--- src/rtl/riscv_ctrl_pkg.sv ---
// Shared types and defaults for the RISC_V execution sequencer.
package riscv_ctrl_pkg;

  typedef enum logic [1:0] {
    S_RST  = 2'd0,
    S_HALT = 2'd1,
    S_RUN  = 2'd2,
    S_STEP = 2'd3
  } exec_state_t;

  localparam int unsigned RST_HOLD_DEF = 4;

endpackage

--- src/rtl/btn_debounce.sv ---
// Stable-count filter: the output follows the input only after STABLE_CYCLES
// consecutive samples that differ from the current output.
module btn_debounce #(
  parameter int unsigned STABLE_CYCLES = 1_000_000
) (
  input  logic clk,
  input  logic rst_n,
  input  logic i_din,
  output logic o_dout
);

  localparam int unsigned CNT_W = $clog2(STABLE_CYCLES + 1);

  logic [CNT_W-1:0] r_cnt;
  logic             r_dout;

  always_ff @(posedge clk or negedge rst_n) begin
    if (!rst_n) begin
      r_cnt  <= '0;
      r_dout <= 1'b0;
    end else if (i_din == r_dout) begin
      r_cnt <= '0;
    end else if (r_cnt == CNT_W'(STABLE_CYCLES - 1)) begin
      r_dout <= i_din;
      r_cnt  <= '0;
    end else begin
      r_cnt <= r_cnt + CNT_W'(1);
    end
  end

  assign o_dout = r_dout;

endmodule

--- src/rtl/riscv_exec_ctrl.sv ---
// Execution sequencer: core clock enable / core reset for halt, step, slow and fast run.
// Define RISCV_EXEC_DEBOUNCE_EN to filter btn_step through btn_debounce.
module riscv_exec_ctrl
  import riscv_ctrl_pkg::*;
#(
  parameter int unsigned RUN_DIV         = 50_000_000,
  parameter int unsigned DEBOUNCE_CYCLES = 1_000_000,
  parameter int unsigned RST_HOLD        = RST_HOLD_DEF,
  parameter int unsigned CNT_W           = 32
) (
  input  logic             clk,
  input  logic             reset,
  input  logic             btn_step,
  input  logic             sw_run,
  input  logic             sw_fast,
  input  logic             halt_req,
  output logic             core_en,
  output logic             core_rst_n,
  output logic [CNT_W-1:0] instr_count,
  output logic [1:0]       exec_state
);

  localparam int unsigned DIV_W  = $clog2(RUN_DIV);
  localparam int unsigned HOLD_W = $clog2(RST_HOLD + 1);

  if (RUN_DIV < 2 || RST_HOLD < 1 || DEBOUNCE_CYCLES < 1) begin : g_param_err
    $error("riscv_exec_ctrl: RUN_DIV >= 2, RST_HOLD >= 1, DEBOUNCE_CYCLES >= 1 required");
  end

  exec_state_t       r_state, w_next;
  logic [1:0]        r_step_sync, r_run_sync;
  logic              r_step_prev;
  logic              w_step_lvl, w_step_pulse, w_run;
  logic [DIV_W-1:0]  r_div;
  logic [HOLD_W-1:0] r_hold;
  logic              r_core_en, r_core_rst_n;
  logic              w_core_en_d, w_core_rst_n_d;
  logic [CNT_W-1:0]  r_count;

  always_ff @(posedge clk or negedge reset) begin
    if (!reset) begin
      r_step_sync <= '0;
      r_run_sync  <= '0;
      r_step_prev <= 1'b0;
    end else begin
      r_step_sync <= {r_step_sync[0], btn_step};
      r_run_sync  <= {r_run_sync[0], sw_run};
      r_step_prev <= w_step_lvl;
    end
  end

`ifdef RISCV_EXEC_DEBOUNCE_EN
  btn_debounce #(
    .STABLE_CYCLES(DEBOUNCE_CYCLES)
  ) u_step_debounce (
    .clk    (clk),
    .rst_n  (reset),
    .i_din  (r_step_sync[1]),
    .o_dout (w_step_lvl)
  );
`else
  assign w_step_lvl = r_step_sync[1];
`endif

  assign w_step_pulse = w_step_lvl & ~r_step_prev;
  assign w_run        = r_run_sync[1];

  always_ff @(posedge clk or negedge reset) begin
    if (!reset) r_state <= S_RST;
    else        r_state <= w_next;
  end

  // Halt requests beat both run entry and a pending run pulse; steps are allowed under halt_req.
  always_comb begin
    w_next = r_state;
    case (r_state)
      S_RST:   if (r_hold == HOLD_W'(RST_HOLD)) w_next = S_HALT;
      S_HALT: begin
        if (w_run && !halt_req) w_next = S_RUN;
        else if (w_step_pulse)  w_next = S_STEP;
      end
      S_RUN:   if (!w_run || halt_req) w_next = S_HALT;
      S_STEP:  w_next = S_HALT;
      default: w_next = S_RST;
    endcase
  end

  always_comb begin
    w_core_en_d    = 1'b0;
    w_core_rst_n_d = (w_next != S_RST);
    case (r_state)
      S_HALT:  w_core_en_d = (w_next == S_STEP);
      S_RUN:   w_core_en_d = (w_next == S_RUN) &&
                             (sw_fast || (r_div == DIV_W'(RUN_DIV - 1)));
      default: w_core_en_d = 1'b0;
    endcase
  end

  // Divider restarts from zero on every entry into S_RUN.
  always_ff @(posedge clk or negedge reset) begin
    if (!reset) begin
      r_div        <= '0;
      r_hold       <= '0;
      r_core_en    <= 1'b0;
      r_core_rst_n <= 1'b0;
      r_count      <= '0;
    end else begin
      if (r_state == S_RUN && w_next == S_RUN)
        r_div <= (r_div == DIV_W'(RUN_DIV - 1)) ? '0 : r_div + DIV_W'(1);
      else
        r_div <= '0;
      if (r_state == S_RST && r_hold != HOLD_W'(RST_HOLD))
        r_hold <= r_hold + HOLD_W'(1);
      r_core_en    <= w_core_en_d;
      r_core_rst_n <= w_core_rst_n_d;
      if (r_core_en && (r_count != '1))
        r_count <= r_count + CNT_W'(1);
    end
  end

  assign core_en     = r_core_en;
  assign core_rst_n  = r_core_rst_n;
  assign instr_count = r_count;
  assign exec_state  = r_state;

endmodule

--- config.mk ---
export PLATFORM = sky130hd
export DESIGN_NAME = riscv_exec_ctrl
export DESIGN_NICKNAME = d
export VERILOG_FILES = /design/src/rtl/riscv_ctrl_pkg.sv /design/src/rtl/btn_debounce.sv /design/src/rtl/riscv_exec_ctrl.sv
export SDC_FILE = /design/constraint.sdc
export NUM_CORES = 1
export LEC_CHECK = 0
export CAP_MARGIN = 20
export CORE_ASPECT_RATIO = 1.4
export CORE_MARGIN = 2
export CORE_UTILIZATION = 50
export DETAILED_ROUTE_END_ITERATION = 8
export PLACE_DENSITY = 0.73
export SLEW_MARGIN = 10
export SYNTH_ARGS = -nofsm -noshare
export SYNTH_HDL_FRONTEND = slang
export SYNTH_SLANG_ARGS = --single-unit
export TNS_END_PERCENT = 30
--- constraint.sdc ---
create_clock -name clk -period 4.33 [get_ports clk]
set_input_delay 0.433 -clock clk [delete_from_list [all_inputs] [get_ports clk]]
set_output_delay 0.433 -clock clk [all_outputs]
set_load 0.01 [all_outputs]
==> results.cfg <==
[power]
vdd_ir_drop_max_mv = 0.273
p_leak_nw = 1.76
power_density_nw_per_um2 = 354

[logic_synthesis]
synth_area_leaders = dfrtp_1, xnor2_1, xor2_1
yosysTopAreaCell = dfrtp_1
yosysUniqueCellTypes = 47
netlist_area_um2 = 3570
synth-edff-count = 0
syn_avg_cell_area_um2 = 10.6
syn-instance-count = 337
async_flop_share = 1.00
yosysSeqAreaShare = 0.491
synth_top_area_frac = 0.491
syn_nets = 352
ys_warn_count = 0
synth.ff_latch_count = 70
synthFlopType = dfrtp_1

[setup_path]
crit_buf_inv = 1
ff2ff_setup_slack_ns = 1.80
crit_chain = inv_1 -> ha_1 -> nor4b_1 -> o211ai_1 -> nor4_1 -> nand2b_1 -> nor2_1
path_delay_family = simple AND/OR/NAND/NOR gates
crit_cells = 7
critPathMaxStageDelay_ns = 0.56
r2r_start = exec_state[1]
cp_data_required_time_ns = 4.58
critPathArrivalTime_ns = 2.78
r2r_cells = 7
path_class = reg2reg
cp_max_fo = 25
startpoint_type = register
crit_path_start = exec_state[1]
cpMaxStageDelayCell = nand2b_1
rr_endpoint = r_div[9]
critPathCaptureType = register

[timing]
finClkSkew_ns = 0.0102
max-slew-margin-rel = 0.397
fin_crit_ns = 2.53
finalSetupViolations = 0
fmax_mhz = 395
tns_ns = 0
finalHoldViolations = 0
drv_slew = 0
rsz0062_at_grt = false
tightest_slew_ns = 0.904
finalCritPeriodShare = 0.585

[flow_run]
drv_cap = 0

[detailed_routing]
vias = 2670
drtIter0Drc = 153
firstDrtPassIters = 4
drc = 0
drtAntennaViolNets = 0
avgViaCountPerCell = 5.51
wl_per_cell_um = 14.8
drt_wl_total_um = 7200

[grt]
gr-usage-all-layers = 0.201
grt_start_max_net_pins = 46
grt_pass1_vias = 2702
grt_pass1_wl_um = 12300
antenna_found_initial = 0
overflow = 0

[clocking]
root_buffer = clkbuf_8
ctsResizeCount = 0
h-tree-depth = 3
hold_buffers = 0
clk_latency_ns = 0.34
clockBufferDepth = 2
numCtsBuffers = 9
clock-sinks = 70
post_cts_buffers = 0
cts_tree = built
clkTransAtPathRegs_ns = 0.08

[layout]
area_growth_pct = 19.1
fin_cells = 485
fillers = 594
final_cell_area_um2 = 4250
area.sequential_um2 = 1750
layout-drive-gt1-share = 0.103
multiInputGateArea_um2 = 1740
final_nets = 400
n_antenna_cell = 0

[floorplan]
ios = 42
die_area_um2 = 7840
start_util = 0.515
die_w_um = 75.4
placeableCoreArea_um2 = 6940
rows = 36
fp.dieH_um = 104

[status]
status = finished clean

[placement]
placedInstanceArea_um2 = 4060
dp.final_hpwl_um = 5150
io_buffer_count = 41
place_congestion = 0.857
dpl.cell_count = 469

[hold_path]
worstHoldPathType = in2async
[worst register-to-register path, cell delays in order, from the launching register on]
cell,delay [ns]
dfrtp_1,0.47
inv_1,0.12
ha_1,0.29
nor4b_1,0.30
o211ai_1,0.15
nor4_1,0.28
nand2b_1,0.56
nor2_1,0.27
[metal layers]
metal  vias to the layer above  track usage  routed length, um
met4                         0       0.0927                195
li1                       1287            -                  -
met2                        70        0.333               3800
met5                         -            0                  0
met3                        15       0.0426                264
met1                      1298        0.242               2940
[registers in the layout, indices dropped and copies added, names as in the netlist]
name and count:
r_run_sync 2, r_div 26, core_en 1, exec_state 2
r_step_sync 2, r_hold 3, r_step_prev 1, core_rst_n 1
instr_count 32
[logic make-up after synthesis]
kind of cell    share of synthesized area
simple gates                        0.272
flops                               0.491
xor+xnor                            0.125
compound gates                     0.0459
buf+inv                            0.0224
fa+ha+maj                          0.0315
mux                                0.0123
[report_power, final]
group	leakage (nW)	internal, W	switching (W)
registers	0.952	0.000686	0.0000449
logic	0.708	0.000119	0.000143
clock network	0.100	0.000265	0.000247
total	1.76	0.00107	0.000435
[metrics by stage]
step           power, W  utilization  setup WS [ns]  hold WS [ns]
3_5_place_dp    0.00101        0.586           1.75         0.340
2_1_floorplan  0.000888            -           2.38         0.137
6_report        0.00150        0.613           1.80        0.0833
3_3_place_gp    0.00100        0.586           1.83         0.333
5_1_grt         0.00158        0.613           1.52         0.119
4_1_cts         0.00152        0.613           1.75        0.0829
[cells in the final DEF, fill, tap and decap left out, types with 2 or more instances in the layout]
master           Yosys  layout
a21oi_1              7       7
nand3b_1             2       2
nand2b_1             3       3
nor2b_1              3       3
nand3_1             20      20
clkdlybuf4s50_1      0      40
and4_1               6       6
xor2_1              24      24
o211ai_1             4       4
a31oi_1              3       3
nand4_2              3       3
and3_1               6       6
nor3_1               5       5
inv_1               11      11
clkinv_2             0       3
dfrtp_1             70      70
ha_1                 9       9
nor4b_1              3       3
nand3_2              2       2
xnor2_1             27      27
mux2_2               3       3
nor4_1               3       3
clkbuf_8             0       9
o21ai_0              3       3
nand2_1             27      27
nor4_4               2       2
nor2_1              43      43
nand4_1             17      17
nor3_2               2       2
and2_1               4       4
nor4_2               5       5
clkinv_4             0       2
[layout make-up]
cell class                      count  share of cell area
Clock buffer                       10              0.0300
Clock inverter                      6              0.0147
Inverter                           11             0.00971
Multi-Input combinational cell    251               0.409
Sequential cell                    70               0.412
Tap cell                           95              0.0279
Timing Repair Buffer               42              0.0971
[Yosys cell counts (5+ instances only)]
cell / instances
dfrtp_1: 70
nor2_1: 43
nand2_1: 27
xnor2_1: 27
xor2_1: 24
nand3_1: 20
nand4_1: 17
inv_1: 11
ha_1: 9
a21oi_1: 7
and3_1: 6
and4_1: 6
nor3_1: 5
nor4_2: 5
[worst max-delay path by stage]
stage,endpoint,slack (ns)
6_report,r_div[9],1.80
2_1_floorplan,r_div[13],2.38
4_1_cts,r_div[9],1.75
5_1_grt,r_div[9],1.52
3_5_place_dp,r_div[13],1.75
3_3_place_gp,r_div[12],1.83
Power figures use the tool's default switching activity.
